`src/rtl/mbus_tx_queue.sv`:
```
// Host-to-MBus TX queue: stores words and replays each message over the wrapper's REQ/ACK and response handshakes.
// TX_REQ rises one edge after a stored message (or a full FIFO) is seen in IDLE; IN_READY is low only when full with no pop.
module mbus_tx_queue #(
  parameter int DEPTH      = 8,
  parameter int CNT_WIDTH  = 8,
  parameter int ADDR_WIDTH = 32,
  parameter int DATA_WIDTH = 32
) (
  input  logic                  CLK_EXT,
  input  logic                  RESETn,
  input  logic                  IN_VALID,
  output logic                  IN_READY,
  input  logic [ADDR_WIDTH-1:0] IN_ADDR,
  input  logic [DATA_WIDTH-1:0] IN_DATA,
  input  logic                  IN_LAST,
  input  logic                  IN_PRIORITY,
  output logic [ADDR_WIDTH-1:0] TX_ADDR,
  output logic [DATA_WIDTH-1:0] TX_DATA,
  output logic                  TX_PEND,
  output logic                  TX_REQ,
  output logic                  PRIORITY,
  input  logic                  TX_ACK,
  input  logic                  TX_SUCC,
  input  logic                  TX_FAIL,
  output logic                  TX_RESP_ACK,
  output logic                  BUSY,
  output logic                  MSG_DONE,
  output logic                  MSG_FAIL,
  output logic [CNT_WIDTH-1:0]  SUCC_CNT,
  output logic [CNT_WIDTH-1:0]  FAIL_CNT
);
  localparam int AW = $clog2(DEPTH);
  localparam int PW = AW + 1;
  localparam logic [PW-1:0]        PONE = PW'(1);
  localparam logic [PW-1:0]        PFULL = PW'(DEPTH);
  localparam logic [CNT_WIDTH-1:0] CONE = CNT_WIDTH'(1);
  localparam logic [CNT_WIDTH-1:0] CMAX = '1;

  typedef enum logic [2:0] {S_IDLE, S_REQ, S_ACKLOW, S_RESP, S_RACK, S_FLUSH} state_t;

  typedef struct packed {
    logic [ADDR_WIDTH-1:0] addr;
    logic [DATA_WIDTH-1:0] data;
    logic                  last;
    logic                  prio;
  } entry_t;

  entry_t        mem_q [DEPTH];
  logic [PW-1:0] wr_ptr_q, rd_ptr_q, count_q, msg_cnt_q;
  logic [PW-1:0] count_d, msg_cnt_d;
  entry_t        head;
  logic          full, empty, push, pop;

  state_t                state_q, state_d;
  logic [ADDR_WIDTH-1:0] tx_addr_q, tx_addr_d;
  logic [DATA_WIDTH-1:0] tx_data_q, tx_data_d;
  logic                  tx_pend_q, tx_pend_d;
  logic                  tx_req_q, tx_req_d;
  logic                  prio_q, prio_d;
  logic                  resp_ack_q, resp_ack_d;
  logic                  fail_q, fail_d;
  logic                  last_pop_q, last_pop_d;
  logic                  done_q, done_d;
  logic                  msg_fail_q, msg_fail_d;
  logic [CNT_WIDTH-1:0]  succ_cnt_q, succ_cnt_d;
  logic [CNT_WIDTH-1:0]  fail_cnt_q, fail_cnt_d;

  assign full     = (count_q == PFULL);
  assign empty    = (count_q == '0);
  assign head     = mem_q[rd_ptr_q[AW-1:0]];
  assign IN_READY = ~full | pop;
  assign push     = IN_VALID & IN_READY;

  always_ff @(posedge CLK_EXT) begin
    if (push) mem_q[wr_ptr_q[AW-1:0]] <= '{addr: IN_ADDR, data: IN_DATA, last: IN_LAST, prio: IN_PRIORITY};
  end

  always_comb begin
    count_d   = count_q;
    msg_cnt_d = msg_cnt_q;
    if (push) count_d = count_d + PONE;
    if (pop)  count_d = count_d - PONE;
    if (push && IN_LAST)   msg_cnt_d = msg_cnt_d + PONE;
    if (pop && head.last)  msg_cnt_d = msg_cnt_d - PONE;
  end

  always_comb begin
    state_d    = state_q;
    tx_addr_d  = tx_addr_q;
    tx_data_d  = tx_data_q;
    tx_pend_d  = tx_pend_q;
    tx_req_d   = tx_req_q;
    prio_d     = prio_q;
    resp_ack_d = resp_ack_q;
    fail_d     = fail_q;
    last_pop_d = last_pop_q;
    done_d     = 1'b0;
    msg_fail_d = 1'b0;
    succ_cnt_d = succ_cnt_q;
    fail_cnt_d = fail_cnt_q;
    pop        = 1'b0;
    case (state_q)
      S_IDLE: begin
        // A full FIFO starts transmission so messages longer than DEPTH can drain.
        if (msg_cnt_q != '0 || full) begin
          tx_addr_d  = head.addr;
          prio_d     = head.prio;
          tx_data_d  = head.data;
          tx_pend_d  = ~head.last;
          tx_req_d   = 1'b1;
          fail_d     = 1'b0;
          last_pop_d = 1'b0;
          state_d    = S_REQ;
        end
      end
      S_REQ, S_ACKLOW: begin
        if (TX_FAIL) begin
          tx_req_d   = 1'b0;
          fail_d     = 1'b1;
          resp_ack_d = 1'b1;
          state_d    = S_RACK;
        end else if (state_q == S_REQ) begin
          if (TX_ACK) begin
            pop        = 1'b1;
            tx_req_d   = 1'b0;
            last_pop_d = head.last;
            state_d    = S_ACKLOW;
          end
        end else if (!TX_ACK) begin
          if (last_pop_q) begin
            state_d = S_RESP;
          end else if (!empty) begin
            tx_data_d = head.data;
            tx_pend_d = ~head.last;
            tx_req_d  = 1'b1;
            state_d   = S_REQ;
          end
        end
      end
      S_RESP: begin
        if (TX_SUCC || TX_FAIL) begin
          fail_d     = TX_FAIL;
          resp_ack_d = 1'b1;
          state_d    = S_RACK;
        end
      end
      S_RACK: begin
        if (!TX_SUCC && !TX_FAIL) begin
          resp_ack_d = 1'b0;
          if (fail_q && !last_pop_q) begin
            state_d = S_FLUSH;
          end else begin
            done_d     = 1'b1;
            msg_fail_d = fail_q;
            state_d    = S_IDLE;
          end
        end
      end
      S_FLUSH: begin
        if (!empty) begin
          pop = 1'b1;
          if (head.last) begin
            done_d     = 1'b1;
            msg_fail_d = 1'b1;
            state_d    = S_IDLE;
          end
        end
      end
      default: state_d = S_IDLE;
    endcase
    if (done_d && msg_fail_d && fail_cnt_q != CMAX)  fail_cnt_d = fail_cnt_q + CONE;
    if (done_d && !msg_fail_d && succ_cnt_q != CMAX) succ_cnt_d = succ_cnt_q + CONE;
  end

  always_ff @(posedge CLK_EXT or negedge RESETn) begin
    if (!RESETn) begin
      wr_ptr_q   <= '0;
      rd_ptr_q   <= '0;
      count_q    <= '0;
      msg_cnt_q  <= '0;
      state_q    <= S_IDLE;
      tx_addr_q  <= '0;
      tx_data_q  <= '0;
      tx_pend_q  <= 1'b0;
      tx_req_q   <= 1'b0;
      prio_q     <= 1'b0;
      resp_ack_q <= 1'b0;
      fail_q     <= 1'b0;
      last_pop_q <= 1'b0;
      done_q     <= 1'b0;
      msg_fail_q <= 1'b0;
      succ_cnt_q <= '0;
      fail_cnt_q <= '0;
    end else begin
      if (push) wr_ptr_q <= wr_ptr_q + PONE;
      if (pop)  rd_ptr_q <= rd_ptr_q + PONE;
      count_q    <= count_d;
      msg_cnt_q  <= msg_cnt_d;
      state_q    <= state_d;
      tx_addr_q  <= tx_addr_d;
      tx_data_q  <= tx_data_d;
      tx_pend_q  <= tx_pend_d;
      tx_req_q   <= tx_req_d;
      prio_q     <= prio_d;
      resp_ack_q <= resp_ack_d;
      fail_q     <= fail_d;
      last_pop_q <= last_pop_d;
      done_q     <= done_d;
      msg_fail_q <= msg_fail_d;
      succ_cnt_q <= succ_cnt_d;
      fail_cnt_q <= fail_cnt_d;
    end
  end

  assign TX_ADDR     = tx_addr_q;
  assign TX_DATA     = tx_data_q;
  assign TX_PEND     = tx_pend_q;
  assign TX_REQ      = tx_req_q;
  assign PRIORITY    = prio_q;
  assign TX_RESP_ACK = resp_ack_q;
  assign BUSY        = (state_q != S_IDLE);
  assign MSG_DONE    = done_q;
  assign MSG_FAIL    = msg_fail_q;
  assign SUCC_CNT    = succ_cnt_q;
  assign FAIL_CNT    = fail_cnt_q;
endmodule

```
`config.mk`:
```
export PLATFORM = sky130hd
export DESIGN_NAME = mbus_tx_queue
export DESIGN_NICKNAME = d
export VERILOG_FILES = /design/src/rtl/mbus_tx_queue.sv
export SDC_FILE = /design/constraint.sdc
export NUM_CORES = 1
export LEC_CHECK = 0
export CAP_MARGIN = 30
export CORE_UTILIZATION = 45
export CTS_CLUSTER_SIZE = 28
export DETAILED_ROUTE_END_ITERATION = 10
export PLACE_DENSITY_LB_ADDON = 0.25
export RECOVER_POWER = 25
export SYNTH_ARGS = -nofsm -noshare
export SYNTH_HDL_FRONTEND = slang
export SYNTH_SLANG_ARGS = --single-unit
```
`constraint.sdc`:
```
create_clock -name CLK_EXT -period 9.95 [get_ports CLK_EXT]
set_input_delay 1.99 -clock CLK_EXT [delete_from_list [all_inputs] [get_ports CLK_EXT]]
set_output_delay 1.99 -clock CLK_EXT [all_outputs]
set_load 0.02 [all_outputs]
```
Word level (Yosys, flattened, before mapping)
Memories as Yosys holds them, arrays and structs flattened.
Cells that the tools add are included.
- register bits after elaboration: 107
- bits in writable memories: 528
- input port bits: 72
- output and inout bits: 88
- word-level logic and storage cells: 150
- memories kept: 1
- memory list (memory ; words ; bits a word ; read ports ; clocked after Yosys merged registers in ; wr ports ; line ; source):
    mem_q ; 8 ; 66 ; 1 ; 0 ; 1 ; 48 ; entry_t mem_q [DEPTH];
- $add $sub $neg: 8
- equality and inequality tests: 26
- mux-type cells: 65
- bitwise logic cells: 4
- reduce and logical (&&, ||, !) cells: 29
- operator list (cell ; count):
    $mux 32 ; 6
    $pmux 32 s2 ; 1
    $mux 3 ; 12
    $mux 1 ; 33
    $ne 2x2->1 const B ; 13
    $add 4x1->4 const B ; 4
    $add 8x1->8 const B ; 2
    $mux 4 ; 4
    $ne 4x4->1 const B ; 4
    $ne 8x8->1 const B ; 2
    $pmux 3 s5 ; 1
    $pmux 1 s2 ; 6
    $reduce_bool 3->1 ; 3
    $logic_and 1x1->1 ; 8
    $reduce_and 4->1 ; 2
    $reduce_and 8->1 ; 1
    $sub 4x1->4 const B ; 2
    $reduce_and 7->1 ; 1
    $eq 3x2->1 const B ; 2
    $eq 3x3->1 const B ; 2
    $pmux 1 s3 ; 2
    $reduce_and 6->1 ; 1
    $ne 5x5->1 const B ; 1
    $reduce_and 5->1 ; 1
    other kinds (13) ; 18

Longest topological paths before layout
Gate-level depths: netlist of the first run.
- depth after elaboration: 10
- depth in mapped cells: 12
- gate-level depth less buffers: 11

Worst setup path before layout of the first run
Ideal clock, no wire load.
- kind: in2reg
- from: in TX_FAIL
- to: mem mem_q[4][0] (netlist name) (enable)
- library setup time: 0.677 ns
- arrival: 9.537 ns
- data required time: 9.273 ns
- slack: -0.263 ns
- cell stages on the path: 4
- path buffers: 0
- cell sequence: and3b_1 a211o_1 nand2_1 nor4b_1
- word-level cells in the longest chain between the ends: 6
- RTL lines (item ; line ; source):
    start, declared ; 24 ; input logic TX_FAIL,
    $mux 1 ; 117 ; if (TX_FAIL) begin
    $pmux 1 s2 ; 102 ; case (state_q)
    $or 1x1->1 ; 71 ; assign IN_READY = ~full | pop;
    net IN_READY ; 12 ; output logic IN_READY,
    $and 1x1->1 ; 72 ; assign push = IN_VALID & IN_READY;
    $mux 1 ; 75 ; if (push) mem_q[wr_ptr_q[AW-1:0]] <= '{addr: IN_ADDR, data: IN_DATA, last: IN_LAST, prio: IN_PRIORITY};
    $mux 1 (implied by the code) ; 75 ;
    end, declared ; 48 ;
The timed path passes the listed nets, and every way through them passes these cells.

Worst setup path after layout of the first run
- from: in TX_FAIL
- to: out IN_READY
- word-level cells in the longest chain between the ends: 3
- RTL lines (item ; line):
    $mux 1 ; 117
    $pmux 1 s2 ; 102
    $or 1x1->1 ; 71
    end, declared ; 12
Every way passes these cells.

==> impl_metrics.py, run 1 <==
metrics = {
    "die": {
        "core-area_sq_um": 52870,
        "io_pins": 160,
        "die_y_um": 234.1,
        "die_area_sq_um": 54780,
        "start_util_pct": 45.84,
        "die_x_um": 234.1,
        "rows": 84,
    },
    "layout": {
        "area_delta_synth_final_pct": 19.09,
        "final_util_pct": 54.59,
        "drive_gt1_share_pct": 18.87,
        "fin_nets": 1494,
        "fin_area_sq_um": 28860,
    },
    "sta": {
        "drv_slew": 37,
        "finalCritPeriodShare_pct": 59.84,
        "hold_viol": 0,
        "fin_crit_ns": 5.954,
        "clock.fmax_mhz": 168.0,
        "setup_tns_ns": 0,
        "worstMarginPinSlew_ns": 2.681,
        "clock_skew_ns": 0.01699,
        "slew_headroom_pct": -78.75,
        "grt_setup_unrepaired": "false",
        "finalSetupViolations": 0,
    },
    "clocking": {
        "clk_path_buf_depth": 3,
        "numCtsBuffers": 67,
        "cts-resized-gates": 0,
        "cts_tree": "done",
        "clkTransAtPathRegs_ns": 0.06,
        "cts.sinks": 633,
        "cts_hold_buf": 0,
        "h-tree-depth": 3,
        "clock_latency_ns": 0.58,
        "postCtsSetupRepairBufs": 0,
        "cts-root-buf": "clkbuf_16",
    },
    "route": {
        "firstDrtPassIters": 8,
        "wire_per_inst_um": 22.19,
        "drtIter0Drc": 826,
        "vias": 11732,
        "route.detailed.drc": 18,
        "vias_per_cell": 5.449,
        "routed_wl_um": 47780,
        "ant_nets": 0,
    },
    "setup_path": {
        "cp_top_family": "buffers and inverters",
        "path_max_fanout": 15,
        "path_cells": "clkdlybuf4s50_1 -> and3b_1 -> a211o_1 -> clkdlybuf4s50_1",
        "cp-endpoint": "IN_READY",
        "slowest_delay_ns": 0.73,
        "cp.depth": 4,
        "crit_path_start_kind": "primary input",
        "reg2reg_slack_ns": 6.22,
        "crit_start": "TX_FAIL",
        "worst-path-buf-inv": 2,
        "path_class": "in -> out",
        "setup.worst_path.end_class": "output port",
        "cp.arrival_ns": 3.96,
        "r2r_cells": 6,
        "r2r_start": "state_q[0]",
        "path_common_cell": "clkdlybuf4s50_1",
        "required_ns": 7.96,
        "regToRegEndpoint": "mem_q[7][37]",
        "crit_slowest_cell": "clkdlybuf4s50_1",
    },
    "synth": {
        "synth-simple-area-share_pct": 3.020,
        "synth_ff_type": "edfxtp_1",
        "synth-adder-area-share_pct": 0.5163,
        "synth_top_area_cell": "edfxtp_1",
        "yosys-top-cells-area": "edfxtp_1 65%, mux4_2 12%, dfrtp_1 11%",
        "ys_types": 46,
        "syn_inst": 1222,
        "synth_mux_area_share_pct": 15.32,
        "synth_most_common_cell": "edfxtp_1",
        "yosys.area.top_type_share_pct": 65.43,
        "ys_ff_latch": 633,
        "syn_avg_cell_area_sq_um": 19.83,
        "seq_area_frac_synth_pct": 76.27,
        "synth_edf_count": 528,
        "ys_async_sr_fraction_pct": 16.59,
        "synth_common_cells": "528 x edfxtp_1, 131 x mux4_2, 105 x dfrtp_1, 68 x mux2i_1, 65 x nand2_1",
        "yosys_warnings": 0,
        "synth_area_sq_um": 24230,
        "synth_xor_area_share_pct": 1.012,
        "syn_nets": 1304,
        "synth-compound-area-share_pct": 2.680,
        "synth_top_family_by_area": "multiplexers",
    },
    "status": {
        "outcome": "finished with violations",
        "violations": "design-rule violations, max-capacitance violations, max-slew violations",
    },
    "placed_design": {
        "place_area_sq_um": 26760,
        "gp_congestion": 0.8138,
        "dp_hpwl_um": 26810,
        "io_buffers": 159,
    },
    "power_and_ir_drop": {
        "leakage_nw": 9.796,
        "power_per_cell_area_nw_per_um2": 302.5,
        "peakVddDrop_mv": 0.1465,
    },
    "grt": {
        "grt_antenna_before_repair": 13,
        "grtUsageTotal_pct": 18.14,
        "overflow": 0,
        "first_global_vias": 12410,
        "grt_max_degree": 68,
        "grt_pass1_wl_um": 73300,
    },
    "hold_path": {
        "holdCritPathClass": "reg -> reg",
    },
    "run": {
        "maxCapViolations": 1,
    },
}
-- where the power goes --
group / internal [mW] / switching, mW
combinational: 1.22 / 1.39
sequential: 3.42 / 0.342
clock: 1.40 / 0.957
total: 6.04 / 2.69
-- worst register-to-register path, stage by stage (launching register included) --
cell and delay (ns):
dfrtp_1 0.74, and3b_1 0.31, a211o_1 0.27, and2_1 0.35, nand2_1 0.25, nor2_4 0.65, buf_4 0.75
-- routing by layer --
metal  part of all wire [%]  global-route usage [%]  up-vias
li1                       -                       -     5271
met1                     43                   24.32     6114
met2                     50                   29.73      245
met3                    4.6                   3.684       88
met4                    2.1                   6.067       14
met5                   0.18                       0        -
-- state kept, by name, summed over array words and instances, names as in the netlist, 3 cells and up --
register / count
wr_ptr_q: 3
SUCC_CNT: 8
FAIL_CNT: 8
msg_cnt_q: 4
state_q: 3
TX_ADDR: 32
mem_q: 528
rd_ptr_q: 3
TX_DATA: 32
count_q: 4
-- cell usage in the layout (no fill, tap or decap), drive strengths merged, types with 3 or more instances in the layout --
master,count
a21oi,47
a31oi,5
and3,6
buf,26
clkbuf,101
clkdlybuf4s50,117
clkinv,14
dfrtp,105
dlygate4sd3,41
edfxtp,528
ha,10
inv,11
mux2,7
mux2i,68
mux4,131
nand2,65
nand3,6
nand4,6
nor2,47
nor2b,3
nor3,8
nor3b,6
o2111ai,3
o211ai,3
o21ai,43
xnor2,21
xor2,7
-- stage by stage --
step           cells  setup slack (ns)  power (mW)  hold WS (ns)
2_1_floorplan   1222            0.3164       5.544        0.4818
3_3_place_gp    2029             4.044       6.425        0.4621
3_5_place_dp    2031             4.009       6.503        0.4694
4_1_cts         2151             3.999       8.879        0.4828
5_1_grt         2152             3.895       9.209        0.5116
6_report        2153             3.996       8.731        0.4767
-- cell families (layout without fill, tap and decap cells) --
group,count (synthesis),in the layout
DFF,633,633
muxes,206,206
and+or+nand+nor,161,161
AOI/OAI and AO/OA,112,112
buffers and inverters,72,313
xor gates and xnor gates,28,28
adders and majority gates,10,10
other,0,2
-- area by class of cell --
class	count	area, sq um
Clock buffer	100	1933
Inverter	8	30.03
Clock inverter	20	163.9
Multi-Input combinational cell	517	5552
Fill cell	4044	24010
Timing Repair Buffer	185	1821
Sequential cell	633	18490
Antenna cell	2	5.005
Tap cell	688	860.8
-- worst min-delay path by stage --
stage	startpoint	cells after the start	to
2_1_floorplan	count_q[3]	1	count_q[3]
3_3_place_gp	TX_DATA[28]	2	TX_DATA[28]
3_5_place_dp	TX_DATA[13]	2	TX_DATA[13]
4_1_cts	TX_DATA[13]	2	TX_DATA[13]
5_1_grt	TX_DATA[14]	2	TX_DATA[14]
6_report	TX_DATA[26]	2	TX_DATA[26]
No activity file was read; power rests on OpenSTA's default activity.
==> run 2: changes to the inputs <==
==> constraint.sdc (replaced) <==
create_clock -name CLK_EXT -period 4.79 [get_ports CLK_EXT]
set_input_delay 0.958 -clock CLK_EXT [delete_from_list [all_inputs] [get_ports CLK_EXT]]
set_output_delay 0.958 -clock CLK_EXT [all_outputs]
set_load 0.02 [all_outputs]
==> impl_metrics.py, run 2 (synthesized netlist as in run 1, its figures left out) <==
metrics = {
    "sta": {
        "fin_crit_ns": 3.930,
        "finalSetupViolations": 0,
        "finalCritPeriodShare_pct": 82.05,
        "clock_skew_ns": 0.02192,
        "hold_viol": 0,
        "clock.fmax_mhz": 254.4,
        "setup_tns_ns": 0,
        "drv_slew": 0,
        "grt_setup_unrepaired": "false",
        "slew_headroom_pct": 40.57,
        "worstMarginPinSlew_ns": 0.8914,
    },
    "grt": {
        "use_met2_pct": 29.13,
        "grt_pass1_wl_um": 71860,
        "first_global_vias": 11986,
        "grt_max_degree": 68,
        "grt_use_met1_pct": 24.08,
        "grt_busiest_layer": "met2",
        "overflow": 0,
        "use_met3_pct": 2.894,
        "grtUsageTotal_pct": 17.59,
        "grt_antenna_before_repair": 11,
    },
    "die": {
        "die_x_um": 234.1,
        "die_area_sq_um": 54780,
        "rows": 84,
        "die_y_um": 234.1,
        "io_pins": 160,
        "start_util_pct": 45.84,
        "core-area_sq_um": 52870,
    },
    "setup_path": {
        "slowest_delay_ns": 0.76,
        "cp_top_family": "buffers and inverters",
        "worst-path-buf-inv": 2,
        "crit_slowest_cell": "clkdlybuf4s50_1",
        "required_ns": 3.83,
        "r2r_start": "state_q[0]",
        "path_common_cell": "clkdlybuf4s50_1",
        "crit_path_start_kind": "primary input",
        "reg2reg_slack_ns": 1.57,
        "cp.arrival_ns": 2.97,
        "regToRegEndpoint": "mem_q[3][62]",
        "path_cells": "clkdlybuf4s50_1 -> and3b_1 -> a211o_1 -> clkdlybuf4s50_1",
        "r2r_cells": 6,
        "path_class": "in -> out",
        "setup.worst_path.end_class": "output port",
        "path_max_fanout": 15,
    },
    "clocking": {
        "h-tree-depth": 2,
        "clk_path_buf_depth": 3,
        "clkTransAtPathRegs_ns": 0.06,
        "cts_hold_buf": 0,
        "clock_latency_ns": 0.62,
        "cts-root-buf": "clkbuf_16",
        "numCtsBuffers": 61,
        "cts-resized-gates": 0,
        "postCtsSetupRepairBufs": 0,
        "cts.sinks": 633,
        "cts_tree": "done",
    },
    "layout": {
        "largest_register_ffs": 528,
        "area_delta_synth_final_pct": 19.44,
        "final_util_pct": 54.75,
        "drive_gt1_share_pct": 19.44,
        "fin_nets": 1490,
        "mostFrequentLayoutCells": "528 x edfxtp_1, 131 x mux4_2, 115 x clkdlybuf4s50_1",
        "layout_commonest_cell": "edfxtp_1",
    },
    "placed_design": {
        "io_buffers": 159,
        "gp_congestion": 0.7822,
        "dp_hpwl_um": 26960,
    },
    "route": {
        "routed_wl_um": 46580,
        "wire_per_inst_um": 21.67,
        "route.detailed.drc": 12,
        "ant_nets": 0,
        "vias": 11664,
        "firstDrtPassIters": 10,
        "drtIter0Drc": 847,
        "vias_per_cell": 5.425,
    },
    "hold_path": {
        "holdCritPathClass": "in -> async",
    },
    "power_and_ir_drop": {
        "peakVddDrop_mv": 0.4242,
        "power_per_cell_area_nw_per_um2": 625.8,
        "leakage_nw": 9.812,
    },
    "status": {
        "outcome": "finished with violations",
        "violations": "design-rule violations",
    },
    "run": {
        "maxCapViolations": 0,
    },
}
==> run 2: changes by cell type in the layout (fill, tap and decap cells not counted), sizes merged, moves of 3 or more <==
| cell | change |
|---|---|
| bufinv | +5 |
| buf | +3 |
| clkinvlp | +5 |
| clkbuf | -25 |
| clkinv | +11 |
==> run 2: final cells by class <==
class                      count  area [sq um]
antenna                        1         2.502
inverter                       8         30.03
timing repair buffer         187          1914
tap                          688         860.8
multi-input combinational    517          5592
clock inverter                40         417.9
clock buffer                  76          1633
sequential                   633         18490
fill                        3999         23920
==> run 2: report_power, final <==
group | switching, mW | internal (mW)
combinational | 2.97 | 2.59
clock | 2.02 | 2.80
sequential | 0.630 | 7.10
==> run 2: worst max path at each step <==
stage / to / cells after the start / from
2_1_floorplan: mem_q[6][0] / 6 / TX_FAIL
6_report: IN_READY / 4 / TX_FAIL
3_5_place_dp: mem_q[3][63] / 7 / TX_FAIL
4_1_cts: IN_READY / 4 / TX_FAIL
5_1_grt: IN_READY / 4 / TX_FAIL
3_3_place_gp: mem_q[3][64] / 7 / TX_FAIL
==> run 2: per-stage QoR <==
stage                     std cells  hold WS [ns]  power, mW  setup slack, ns  instance area, sq um
after detailed placement       2033        0.4724      13.56           0.6703                 26890
after global placement         2031        0.4613      13.43           0.7451                 26840
after global routing           2150        0.4978      19.08           0.7953                 28940
final                          2150        0.4305      18.11           0.8599                 28940
after floorplan                1222        0.4818      11.49          -0.4139                 24290
after CTS                      2149        0.4561      18.41           0.8753                 28940
==> run 2: per-layer routing <==
layer	up-vias	share of wire [%]
li1	5275	-
met1	6043	43
met2	255	50
met3	83	4.3
met4	8	2.0
met5	-	0.099
